**src/rtl/french_tick_gen.sv**
```systemverilog
// Game tick generator: a speed-scaled prescaler issues move strobes in RUN, each carrying a
// random 4-bit direction code from a free-running Galois LFSR.
module french_tick_gen #(
    parameter int unsigned TICK_BASE = 500000,
    parameter logic [15:0] LFSR_SEED = 16'hACE1
) (
    input  logic        CLK,
    input  logic        RESETn,
    input  logic        start_game,
    input  logic        pause,
    input  logic        game_over,
    input  logic [1:0]  speed_level,
    output logic        timer_done,
    output logic [15:0] random,
    output logic [15:0] tick_count,
    output logic        running
);

    localparam int unsigned PW = 20;
    localparam int unsigned LW = 16;
    localparam int unsigned CW = 16;

    localparam logic [PW-1:0] BASE      = PW'(TICK_BASE);
    localparam logic [LW-1:0] LFSR_MASK = 16'hB400;

    localparam logic [1:0] ST_IDLE  = 2'd0;
    localparam logic [1:0] ST_RUN   = 2'd1;
    localparam logic [1:0] ST_PAUSE = 2'd2;

    logic [1:0]    state_q,  state_d;
    logic [PW-1:0] presc_q,  presc_d;
    logic [LW-1:0] lfsr_q,   lfsr_d;
    logic [15:0]   random_q, random_d;
    logic [CW-1:0] tick_q,   tick_d;
    logic          done_q,   done_d;
    logic          run_q,    run_d;
    logic [PW-1:0] reload_val;

    // Period for the currently selected speed, minus one (prescaler counts P-1 .. 0).
    assign reload_val = (BASE >> speed_level) - PW'(1);

    // Next-state, prescaler, LFSR and output-register logic.
    always_comb begin
        state_d  = state_q;
        presc_d  = presc_q;
        random_d = random_q;
        tick_d   = tick_q;
        done_d   = 1'b0;
        lfsr_d   = (lfsr_q >> 1) ^ (lfsr_q[0] ? LFSR_MASK : LW'(0));

        if (lfsr_q == LW'(0)) begin
            lfsr_d = LFSR_SEED;
        end

        case (state_q)
            ST_IDLE: begin
                if (start_game) begin
                    state_d = ST_RUN;
                    presc_d = reload_val;
                    tick_d  = CW'(0);
                end
            end
            ST_RUN: begin
                if (game_over) begin
                    state_d = ST_IDLE;
                end else if (pause) begin
                    state_d = ST_PAUSE;
                end
                // A terminal count is honoured even if the game ends or pauses in that cycle.
                if (presc_q == PW'(0)) begin
                    done_d   = 1'b1;
                    random_d = {12'b0, lfsr_q[3:0]};
                    tick_d   = tick_q + CW'(1);
                end
                if (game_over || presc_q == PW'(0)) begin
                    presc_d = reload_val;
                end else begin
                    presc_d = presc_q - PW'(1);
                end
            end
            ST_PAUSE: begin
                if (game_over) begin
                    state_d = ST_IDLE;
                    presc_d = reload_val;
                end else if (!pause) begin
                    state_d = ST_RUN;
                end
            end
            default: begin
                state_d = ST_IDLE;
                presc_d = reload_val;
            end
        endcase

        run_d = (state_d == ST_RUN);
    end

    // State and output registers.
    always_ff @(posedge CLK or negedge RESETn) begin
        if (!RESETn) begin
            state_q  <= ST_IDLE;
            presc_q  <= BASE - PW'(1);
            lfsr_q   <= LFSR_SEED;
            random_q <= 16'h0000;
            tick_q   <= CW'(0);
            done_q   <= 1'b0;
            run_q    <= 1'b0;
        end else begin
            state_q  <= state_d;
            presc_q  <= presc_d;
            lfsr_q   <= lfsr_d;
            random_q <= random_d;
            tick_q   <= tick_d;
            done_q   <= done_d;
            run_q    <= run_d;
        end
    end

    assign timer_done = done_q;
    assign random     = random_q;
    assign tick_count = tick_q;
    assign running    = run_q;

endmodule

```
**config.mk**
```make
export PLATFORM = sky130hd
export DESIGN_NAME = french_tick_gen
export DESIGN_NICKNAME = d
export VERILOG_FILES = /design/src/rtl/french_tick_gen.sv
export SDC_FILE = /design/constraint.sdc
export NUM_CORES = 1
export LEC_CHECK = 0
export ABC_AREA = 0
export BUFFER_PORTS_ARGS = -buffer_cell sky130_fd_sc_hd__buf_2
export CORE_MARGIN = 1.5
export CORE_UTILIZATION = 30
export CTS_CLUSTER_DIAMETER = 50
export CTS_CLUSTER_SIZE = 25
export DETAILED_ROUTE_END_ITERATION = 6
export PLACE_DENSITY = 0.54
export REMOVE_ABC_BUFFERS = 1
export SETUP_SLACK_MARGIN = 0.4
export SYNTH_ARGS = -nofsm -noshare
export SYNTH_HDL_FRONTEND = slang
export SYNTH_SLANG_ARGS = --single-unit
```
**constraint.sdc**
```tcl
create_clock -name CLK -period 2.8 [get_ports CLK]
set_input_delay 0.28 -clock CLK [delete_from_list [all_inputs] [get_ports CLK]]
set_output_delay 0.28 -clock CLK [all_outputs]
set_load 0.005 [all_outputs]
```
======== Yosys cells after proc, flatten, opt, wreduce, memory -nomap -nowiden ========
Index checks and enable logic that the tools add are counted.
word-level totals
  register bits after elaboration ......... 60
  output and inout port bits .............. 34
cells by class
  muxes and demuxes ....................... 17
  add/subtract/negate cells ............... 3
  equality and inequality tests ........... 6
  bitwise operators ....................... 1
  shift operators ......................... 1
  reductions and logical operators ........ 8
operators by type and width
  kind                   number
  $mux 16                4
  $mux 20                3
  $pmux 20 s3            1
  $sub 20x1->20 const B  2
  $pmux 16 s2            1
  $logic_not 20->1       1
  $shr 19x2->20 const A  1
  $add 16x1->16 const B  1
  $logic_not 16->1       1
  $xor 15x16->16         1
  $mux 2                 5
  $ne 2x2->1 const B     3
  $pmux 2 s3             1
  $eq 2x1->1 const B     2
  $reduce_and 2->1       2
  $reduce_and 3->1       1
  $eq 2x2->1 const B     1
  $logic_not 2->1        1
  $mux 1                 2
  $reduce_bool 2->1      1
  $logic_or 1x1->1       1

======== Longest topological paths before layout ========
Gate-level depths: netlist (run 1).
  depth after elaboration ................. 4
  mapped depth ............................ 8
  mapped depth without buffers ............ 7

======== Worst setup path before layout (run 1) ========
OpenSTA, ideal clock, no wires.
  path type ............................... register to register
  start ................................... register presc_q[0]
  end ..................................... register presc_q[14]
  slack ................................... 759 ps
  data required time ...................... 2,674 ps
  stages on the path, launching flop included .. 8
  arrival ................................. 1,915 ps
  setup time .............................. 126 ps
  cell sequence ........................... dfstp_2 inv_1 ha_1 nor3b_1 and2_1 nor3b_1 xor2_1 a221o_1
between the ends
  longest elaborated chain between the ends .. 4
  elaborated cells between the ends (all ways) .. 5
RTL lines
  what                                                   line  source
  from (decl)                                            31    logic [PW-1:0] presc_q, presc_d;
  from (signal assigned)                                 102   presc_q <= BASE - PW'(1);
  from (signal assigned)                                 110   presc_q <= presc_d;
  branches (longest 2 deep; another with $sub 20x1->20)  --
  $mux 20 *                                              75    if (game_over || presc_q == PW'(0)) begin
  $pmux 20 s3 *                                          55    case (state_q)
Every way passes the cells marked *.
A chain may end at the register's enable or synchronous reset.

======== Final worst setup path (run 1) ========
  start ................................... register presc_q[4]
  end ..................................... register tick_q[15], in the netlist tick_count[15]
between the ends
  longest elaborated chain between the ends .. 3
RTL lines
  what                        line  source
  $logic_not 20->1            70    if (presc_q == PW'(0)) begin
  $ne 2x2->1 (no line)        --
  $reduce_and 3->1 (no line)  --
  to (signal assigned)        113   tick_q <= tick_d;
  to (decl)                   34    logic [CW-1:0] tick_q, tick_d;
Every way passes these cells.

==> reports/qor.csv, run 1 <==
metric,value,unit
TritonRoute pass-1 iters,4,
sequential share of the synthesized area,46.9,%
Root Driver,clkbuf_8,
Max rail drop VDD,243,uV
gr ovfl total,0,
most frequent cells in the layout,"dfrtp_1, buf_2, nor2_1",
Worst Setup End Kind,flop,
period utilisation layout,78.6,%
net switching power,675,uW
Power Density,588,mW/mm^2
via-per-instance ratio,5.07,
Post-synth EDFFs,0,
sw frac,30.9,%
max incr delay on CP,0.42,ns
Residual DRC,0,
clock sink count,60,
max_slew headroom,53.3,%
max_cap viols,0,
Starting Density,31.2,%
actual transition at the worst max-transition pin,0.700,ns
YS warnings,0,
ys async rst share,100,%
Layout area overhead,14.4,%
total CTS buffers,9,
largest net degree at the start of global routing,32,
"commonest non-fill, non-tap cell in the layout",dfrtp_1,
total track usage,13.5,%
Netlist cell types,55,
fin. max-slew vios,0,
clock transition at the registers of the reported paths,0.07,ns
Total Wirelength,7130,um
first-pass GRT wire length,12000,um
main flop type after synthesis,dfrtp_1,
DRT iter0 DRCs,140,
CTS tree,done,
synthesized instance count,329,
Pleak,1.58,nW
Int Power,1.51,mW
synthesized flop and latch total,60,
run status,finished clean,
Clock Skews,0.00854,ns
mapped cell area,0.00325,mm^2
combinational share of power,14.8,%
crit path time final,2.20,ns
ANT cells,0,
Finish-stage setup viols,0,
Worst EP arrival,2.48,ns
Placement Setup Slack,0.537,ns
CP startpoint kind,flop,
RSZ-0062 raised after global routing,false,
hold slack,0.161,ns
GP Congestion,0.864,
Die Y,107,um
antenna-violating nets left,0,
Worst Path Max Fanout,7,
Hold Fails Final Rpt,0,
Fmax achieved,454,MHz
DP HPWL,5020,um
Clock Path Buffers,2,
io pins,41,
Port Buffers,28,
vias,2529,
Clk pwr share,35.8,%
final net count,377,
Worst Hold Class,primary input to flop,
row cnt,37,
crit path cell chain,nor4_4 > nand4_1 > buf_4 > or3_1 > or4_1 > a21oi_1,
vias in the first global route,2337,
antenna violations before repair,0,
Core Box Area,0.0104,mm^2
Worst Path Required,3.08,ns
Sequential Power Share,49.4,%
H-Tree Level Count,3,
layout cells sized above 1,24.5,%
Hold Path Origin,pause,
r2r startpoint,presc_q[4],
Resized Gates After CTS,0,
final setup margin,0.599,ns
worst skew pair latency,0.35,ns
Crit-path slowest cell,dfstp_2,
Setup crit start,presc_q[4],
WS Path Type,flop to flop,
Avg WL per Cell,14.3,um
DIE WIDTH,107,um
synthesized area per cell,9.88,um^2
Total Die Area,0.0115,mm^2
metal layers:
metal / global-route usage [%] / share of wire, % / vias to the layer above
met4: 4.57 / 1.5 / 0
met5: 0 / 0 / -
met1: 19.0 / 51 / 1235
met2: 19.6 / 44 / 55
li1: - / - / 1230
met3: 3.83 / 4.0 / 9
flip-flops by register name (all words and copies together), names as in the netlist:
signal and cells:
presc_q 20, random 4, state_q 2, timer_done 1, tick_count 16, running 1
lfsr_q 16
power by group through the flow:
stage | Sequential (mW) | Clock, mW | Combinational (mW)
floorplan | 1.06 | 0 | 0.224
global placement | 1.09 | 0 | 0.320
detailed placement | 1.09 | 0 | 0.322
CTS | 1.08 | 0.808 | 0.324
global route | 1.10 | 0.852 | 0.367
finish | 1.08 | 0.784 | 0.323
final timing paths:
check / endpoint / slack, ns / depth (start not counted)
max: tick_count[15] / 0.60 / 6
min: state_q[0] / 0.16 / 2
max reg2reg: tick_count[15] / 0.60 / 6
min reg2reg: lfsr_q[8] / 0.38 / 0
max in group asynchronous: presc_q[16] / 1.52 / 3
min in group asynchronous: lfsr_q[4] / 0.52 / 2
cell usage after synthesis (2+ instances only):
master	n	area share, %
nor4_1	13	2.5
a21o_1	3	0.69
inv_1	12	1.4
dfrtp_1	41	32
buf_4	12	2.8
nand4_1	9	1.7
a21oi_1	12	1.8
o311ai_0	2	0.54
a22oi_1	2	0.46
nand2_1	19	2.2
clkbuf_1	15	1.7
nand2b_1	8	1.5
o21a_1	2	0.46
nand3_1	15	2.3
nor3b_1	3	0.69
nor2_1	22	2.5
o31ai_1	4	0.92
o22ai_1	2	0.38
or3_1	8	1.5
a221o_1	3	0.92
and2_1	2	0.38
xor2_1	3	0.81
dfstp_2	19	15
a31oi_1	2	0.38
nor4_2	4	1.5
ha_1	12	4.6
xnor2_1	13	3.5
a211o_1	3	0.81
nor3_1	15	2.3
and3_1	3	0.58
o21ai_0	9	1.4
or4_1	4	0.92
and4_1	2	0.54
buf_2	5	0.77
mux2_2	4	1.4
o211ai_1	3	0.69
critical path, delay by kind of cell (launching register included):
kind,cells,cell delay [ns]
AND/OR/NAND/NOR,4,1.39
AO/OA/AOI/OAI,1,0.15
buffers and inverters,1,0.18
flip-flops,1,0.42
repair_timing:
action                                 in CTS  in global routing
setup endpoints to repair                   0                  4
buffers inserted                            0                  1
endpoints found under the hold margin      21                  0
hold buffers                                1                  0
metrics by stage:
stage               setup TNS, ns  power (mW)  instances  util [%]  instance area (um^2)
global placement                0        1.41        481      33.6                  3500
floorplan                   -3.97        1.29        307         -                  3120
detailed placement              0        1.41        481      33.6                  3500
CTS                             0        2.21        498      35.6                  3710
finish                          0        2.19        499      35.7                  3720
global route                    0        2.32        499      35.7                  3720
kinds of logic (layout without fill, tap and decap cells):
family,count (synthesis),in the layout,share of synthesized area [%]
buffers and inverters,45,68,6.78
AOI/OAI and AO/OA,54,54,11.5
DFF,60,60,46.9
other,1,12,0.115
adders and majority gates,12,12,4.62
xor gates and xnor gates,16,16,4.31
muxes,5,5,1.69
and+or+nand+nor,136,136,24.1
final cells by class:
| type | count | area, um^2 |
|---|---|---|
| Multi-Input combinational cell | 235 | 1550 |
| Inverter | 12 | 45.0 |
| Clock inverter | 7 | 75.1 |
| Clock buffer | 9 | 124 |
| Timing Repair Buffer | 40 | 233 |
| Tap cell | 136 | 170 |
| Sequential cell | 60 | 1530 |
| Fill cell | 1058 | 6700 |
(Power assumes the default switching activity.)
==> inputs of run 2 (changes only) <==
Settings changed: PLACE_DENSITY 0.54 to 0.55.
Clock period 2.8 ns to 1.8 ns, I/O delays scaled along.
==> run 2 against run 1 <==
Net effect: non-clock buffer count rose by 86; the run now ends with negative setup slack left; worst hold slack got worse by 0.11 ns; critical endpoint is now presc_q[10]; setup slack got worse by 0.90 ns; count of clock-buffer cells in the layout rose by 1; critical path depth rose by 2; routed wire length rose by 25%; highest routed layer unchanged; cell count rose by 17%.
==> reports/qor.csv, run 2 (same netlist as run 1, synthesis figures left out) <==
metric,value,unit,change
Fmax achieved,476,MHz,was 454 MHz
most frequent cells in the layout,"buf_4, dfrtp_1, buf_2",,"was dfrtp_1, buf_2, nor2_1"
CP startpoint kind,flop,,unchanged
"CP delay by family, top",compound AO/OA/AOI/OAI gates,,was simple AND/OR/NAND/NOR gates
Pleak,2.27,nW,was 1.58 nW
Residual DRC,0,,unchanged
CTS tree,done,,unchanged
Total Die Area,0.0115,mm^2,unchanged
DP HPWL,5640,um,was 5020 um
Power Density,815,mW/mm^2,was 588 mW/mm^2
fillers,941,,was 1058
largest net degree at the start of global routing,61,,was 32
antenna violations before repair,0,,unchanged
Die Y,107,um,unchanged
Finish-stage setup viols,40,,was 0
Starting Density,31.2,%,unchanged
gr ovfl total,0,,unchanged
clock transition at the registers of the reported paths,0.07,ns,about the same
ANT cells,0,,unchanged
WS Path Type,flop to flop,,unchanged
Biggest register,presc_q,,unchanged
antenna-violating nets left,0,,unchanged
Buf/Inv on CP,3,,was 1
Avg WL per Cell,15.2,um,was 14.3 um
DIE WIDTH,107,um,unchanged
register area,0.00153,mm^2,unchanged
"commonest non-fill, non-tap cell in the layout",buf_4,,was dfrtp_1
vias in the first global route,2903,,was 2337
r2r startpoint,presc_q[14],,was presc_q[4]
clock sink count,60,,unchanged
H-Tree Level Count,3,,unchanged
failing checks,negative setup slack,,
area of the multi-input gates,0.00197,mm^2,was 0.00155 mm^2
max reg flops,20,,unchanged
worst reg-to-reg path cell count,8,,was 6
final setup margin,-0.300,ns,was 0.599 ns
fin. max-slew vios,0,,unchanged
GP Congestion,0.833,,was 0.864
Total Wirelength,8880,um,was 7130 um
Root Driver,clkbuf_8,,unchanged
final core utilization,47.6,%,was 35.7%
first-pass GRT wire length,14600,um,was 12000 um
total CTS buffers,9,,unchanged
Worst R2R End,presc_q[10],,was tick_count[15]
Worst Setup End Kind,flop,,unchanged
run status,"complete, but fails checks",,was finished clean
actual transition at the worst max-transition pin,0.650,ns,was 0.700 ns
Clock Path Buffers,2,,unchanged
Crit-path slowest cell,dfrtp_1,,was dfstp_2
max_cap viols,0,,unchanged
Placement Setup Slack,-0.350,ns,was 0.537 ns
CP Capture Point,presc_q[10],,was tick_count[15]
final net count,463,,was 377
Clock Skews,0.0109,ns,was 0.00854 ns
Layout area overhead,52.7,%,was 14.4%
Worst Hold Class,primary input to flop,,unchanged
Core Box Area,0.0104,mm^2,unchanged
RSZ-0062 raised after global routing,true,,was false
max_slew headroom,56.5,%,was 53.3%
via-per-instance ratio,5.04,,was 5.07
Worst R2R Setup Slack,-0.30,ns,was 0.60 ns
Worst EP arrival,2.33,ns,was 2.48 ns
max incr delay on CP,0.38,ns,was 0.42 ns
Worst Path Required,2.03,ns,was 3.08 ns
cell count along the critical path,8,,was 6
vias,2947,,was 2529
layout cells sized above 1,50.8,%,was 24.5%
DRT iter0 DRCs,121,,was 140
crit path time final,2.10,ns,was 2.20 ns
Setup crit start,presc_q[14],,was presc_q[4]
TritonRoute pass-1 iters,4,,unchanged
Port Buffers,28,,unchanged
hold slack,0.0519,ns,was 0.161 ns
worst skew pair latency,0.34,ns,was 0.35 ns
io pins,41,,unchanged
period utilisation layout,117,%,was 78.6%
total negative slack,-7.42,ns,was 0 ns
Worst Path Max Fanout,8,,was 7
Hold Fails Final Rpt,0,,unchanged
total track usage,16.4,%,was 13.5%
Max rail drop VDD,429,uV,was 243 uV
row cnt,37,,unchanged
crit path cell chain,nor4_1 > nand4_1 > buf_6 > buf_4 > o21a_4 > buf_12 > a21o_1 > a211o_1,,was nor4_4 > nand4_1 > buf_4 > or3_1 > or4_1 > a21oi_1
==> run 2: where the power goes <==
part,internal (mW),leakage (nW),switching [mW]
sequential,1.50,0.737,0.0853
combinational,0.528,1.43,0.587
clock,0.779,0.102,0.564
==> run 2: routing by layer <==
layer	part of all wire, %	track usage, %	wire length (um)
met4	2.5	6.19	220
met5	0	0	0
met2	49	26.3	4360
met3	4.5	4.44	397
met1	44	20.9	3910
==> run 2: per-stage QoR <==
| step | std cells | total power, mW | area [um^2] |
|---|---|---|---|
| floorplan | 307 | 2.00 | 3120 |
| global placement | 543 | 2.46 | 3990 |
| detailed placement | 543 | 2.47 | 3990 |
| CTS | 575 | 3.98 | 4710 |
| global route | 585 | 4.24 | 4960 |
| finish | 585 | 4.05 | 4960 |
==> run 2: worst register-to-register path: stages, from the launching register on <==
cell and delay [ns]:
dfrtp_1 0.38, nor4_1 0.34, nand4_1 0.18, buf_6 0.17, buf_4 0.13, o21a_4 0.20, buf_12 0.14, a21o_1 0.16
a211o_1 0.29
==> run 2: how the worst min path moves through the flow <==
stage | startpoint | endpoint | slack, ns | depth (start not counted)
after floorplan | RESETn | lfsr_q[12] | -0.12 | 0
after global placement | RESETn | presc_q[10] | 0.21 | 2
after detailed placement | RESETn | presc_q[10] | 0.21 | 2
after CTS | pause | running | 0.05 | 2
after global routing | pause | running | 0.04 | 2
final | pause | running | 0.05 | 2
==> run 2: cell type report <==
cell class	count	area share (%)
Multi-Input combinational cell	235	39.7
Sequential cell	60	30.7
Timing Repair Buffer	126	20.9
Tap cell	136	3.43
Clock buffer	10	2.57
Clock inverter	6	1.79
Inverter	12	0.908
==> run 2: what timing repair did <==
item                                    4_1_cts  5_1_grt
endpoints found under the hold margin        41        0
hold buffers                                  1        0
setup buffers                                14       10
pin swaps                                    42       20
resized for setup                            72       42
cloned                                        1        0
endpoints found under the setup margin       41       47
==> inputs of run 3 (changes only) <==
Settings changed: SETUP_SLACK_MARGIN 0.4 to unset.
==> run 3 against run 2 <==
Net effect: the run still ends with negative setup slack left; non-clock buffer count down 7; final area down 1.6%; register-to-register slack better by 0.02 ns; cell count down 1.2%; worst hold slack better by 0.00090 ns; critical path depth unchanged; utilization down 0.74 points; global-route usage down 0.12 points; highest routed layer unchanged.
==> reports/qor.csv, run 3 (same netlist as run 1, synthesis figures left out) <==
metric,value,unit,change
ANT cells,0,,unchanged
Setup crit start,presc_q[14],,unchanged
vias,2905,,was 2947
DRT iter0 DRCs,135,,was 121
failing checks,negative setup slack,,unchanged
TritonRoute pass-1 iters,5,,was 4
max_slew headroom,54.0,%,was 56.5%
Residual DRC,0,,unchanged
max_cap viols,0,,unchanged
Root Driver,clkbuf_8,,unchanged
final core utilization,46.9,%,was 47.6%
Worst Setup End Kind,flop,,unchanged
Fmax achieved,481,MHz,was 476 MHz
Finish-stage setup viols,33,,was 40
GR Util met2,26.3,%,about the same
via-per-instance ratio,5.03,,was 5.04
antenna-violating nets left,0,,unchanged
Hold Path Origin,pause,,unchanged
total track usage,16.2,%,was 16.4%
RSZ-0062 raised after global routing,true,,unchanged
run status,"complete, but fails checks",,unchanged
CTS tree,done,,unchanged
fin. max-slew vios,0,,unchanged
Core Box Area,0.0104,mm^2,unchanged
clock transition at the registers of the reported paths,0.07,ns,about the same
Worst Hold Class,primary input to flop,,unchanged
clock sink count,60,,unchanged
fillers,940,,was 941
crit path time final,2.08,ns,was 2.10 ns
period utilisation layout,115,%,was 117%
Placement Setup Slack,-0.350,ns,unchanged
Starting Density,31.2,%,unchanged
Avg WL per Cell,15.4,um,was 15.2 um
H-Tree Level Count,3,,unchanged
total CTS buffers,9,,unchanged
DP HPWL,5640,um,unchanged
first-pass GRT wire length,14500,um,was 14600 um
worst skew pair latency,0.34,ns,about the same
Biggest register,presc_q,,unchanged
Power Density,832,mW/mm^2,was 815 mW/mm^2
M1 GR Usage,20.5,%,was 20.9%
largest net degree at the start of global routing,61,,unchanged
final net count,456,,was 463
Layout area overhead,50.3,%,was 52.7%
Worst Path Max Fanout,8,,unchanged
Max rail drop VDD,423,uV,was 429 uV
Overall Power,4.06,mW,was 4.05 mW
Total Wirelength,8880,um,about the same
grt met3 use,4.44,%,unchanged
r2r startpoint,presc_q[14],,unchanged
Clock Path Buffers,2,,unchanged
DIE WIDTH,107,um,unchanged
layout cells sized above 1,49.8,%,was 50.8%
most frequent cells in the layout,"buf_4, dfrtp_1, buf_2",,unchanged
"commonest non-fill, non-tap cell in the layout",buf_4,,unchanged
Worst Path Required,2.03,ns,about the same
Pleak,2.21,nW,was 2.27 nW
Total Die Area,0.0115,mm^2,unchanged
hold slack,0.0528,ns,was 0.0519 ns
Hold Fails Final Rpt,0,,unchanged
antenna violations before repair,0,,unchanged
max reg flops,20,,unchanged
CP startpoint kind,flop,,unchanged
Port Buffers,28,,unchanged
actual transition at the worst max-transition pin,0.688,ns,was 0.650 ns
GP Congestion,0.833,,unchanged
row cnt,37,,unchanged
vias in the first global route,2900,,was 2903
WS Path Type,flop to flop,,unchanged
io pins,41,,unchanged
gr ovfl total,0,,unchanged
Worst EP arrival,2.30,ns,was 2.33 ns
GR peak layer,met2,,unchanged
Clock Skews,0.0116,ns,was 0.0109 ns
final setup margin,-0.278,ns,was -0.300 ns
Die Y,107,um,unchanged
==> run 3: critical path: stages, from the launching register on <==
cell     delay (ns)
dfrtp_1        0.38
nor4_1         0.34
nand4_1        0.17
buf_6          0.16
buf_4          0.13
o21a_4         0.22
buf_12         0.14
a21o_1         0.16
a211o_1        0.26
==> run 3: metrics by stage <==
stage          std cells  cell area [um^2]  TNS [ns]
3_5_place_dp         543              3990     -5.23
3_3_place_gp         543              3990     -4.63
2_1_floorplan        307              3120    -30.13
5_1_grt              578              4880     -8.66
6_report             578              4880     -4.93
4_1_cts              573              4660     -5.37
==> run 3: area by class of cell <==
| type | count | area [um^2] | share of cell area (%) |
|---|---|---|---|
| clock buffer | 10 | 128 | 2.61 |
| tap | 136 | 170 | 3.48 |
| sequential | 60 | 1530 | 31.2 |
| multi-input combinational | 235 | 1980 | 40.5 |
| timing repair buffer | 119 | 951 | 19.5 |
| clock inverter | 6 | 88.8 | 1.82 |
| inverter | 12 | 45.0 | 0.922 |
==> run 3: repair_timing <==
action                                  4_1_cts  5_1_grt
setup buffers                                12        6
gates cloned                                  1        0
hold buffers                                  1        0
pin swaps                                    38       23
gates resized for setup                      65       40
endpoints found under the setup margin       36       39
endpoints found under the hold margin        41        0
==> run 3: where the power goes <==
| part | total (mW) | switching, mW | internal [mW] |
|---|---|---|---|
| Combinational | 1.13 | 0.604 | 0.531 |
| Clock | 1.35 | 0.568 | 0.780 |
| Sequential | 1.58 | 0.0800 | 1.50 |
==> run 3: path summary, 6_finish.rpt <==
path                                  to  slack (ns)  depth (start not counted)
min                              running        0.05                          2
min in group asynchronous  tick_count[5]        0.36                          3
max in group asynchronous      lfsr_q[5]        1.09                          3
max                          presc_q[10]       -0.28                          8
max reg2reg                  presc_q[10]       -0.28                          8
min reg2reg                    lfsr_q[3]        0.38                          0
==> run 3: layer usage <==
layer | share of wire (%) | vias to the layer above
met1 | 43 | 1428
met5 | 0 | -
met2 | 50 | 72
li1 | - | 1389
met3 | 4.4 | 16
met4 | 2.1 | 0
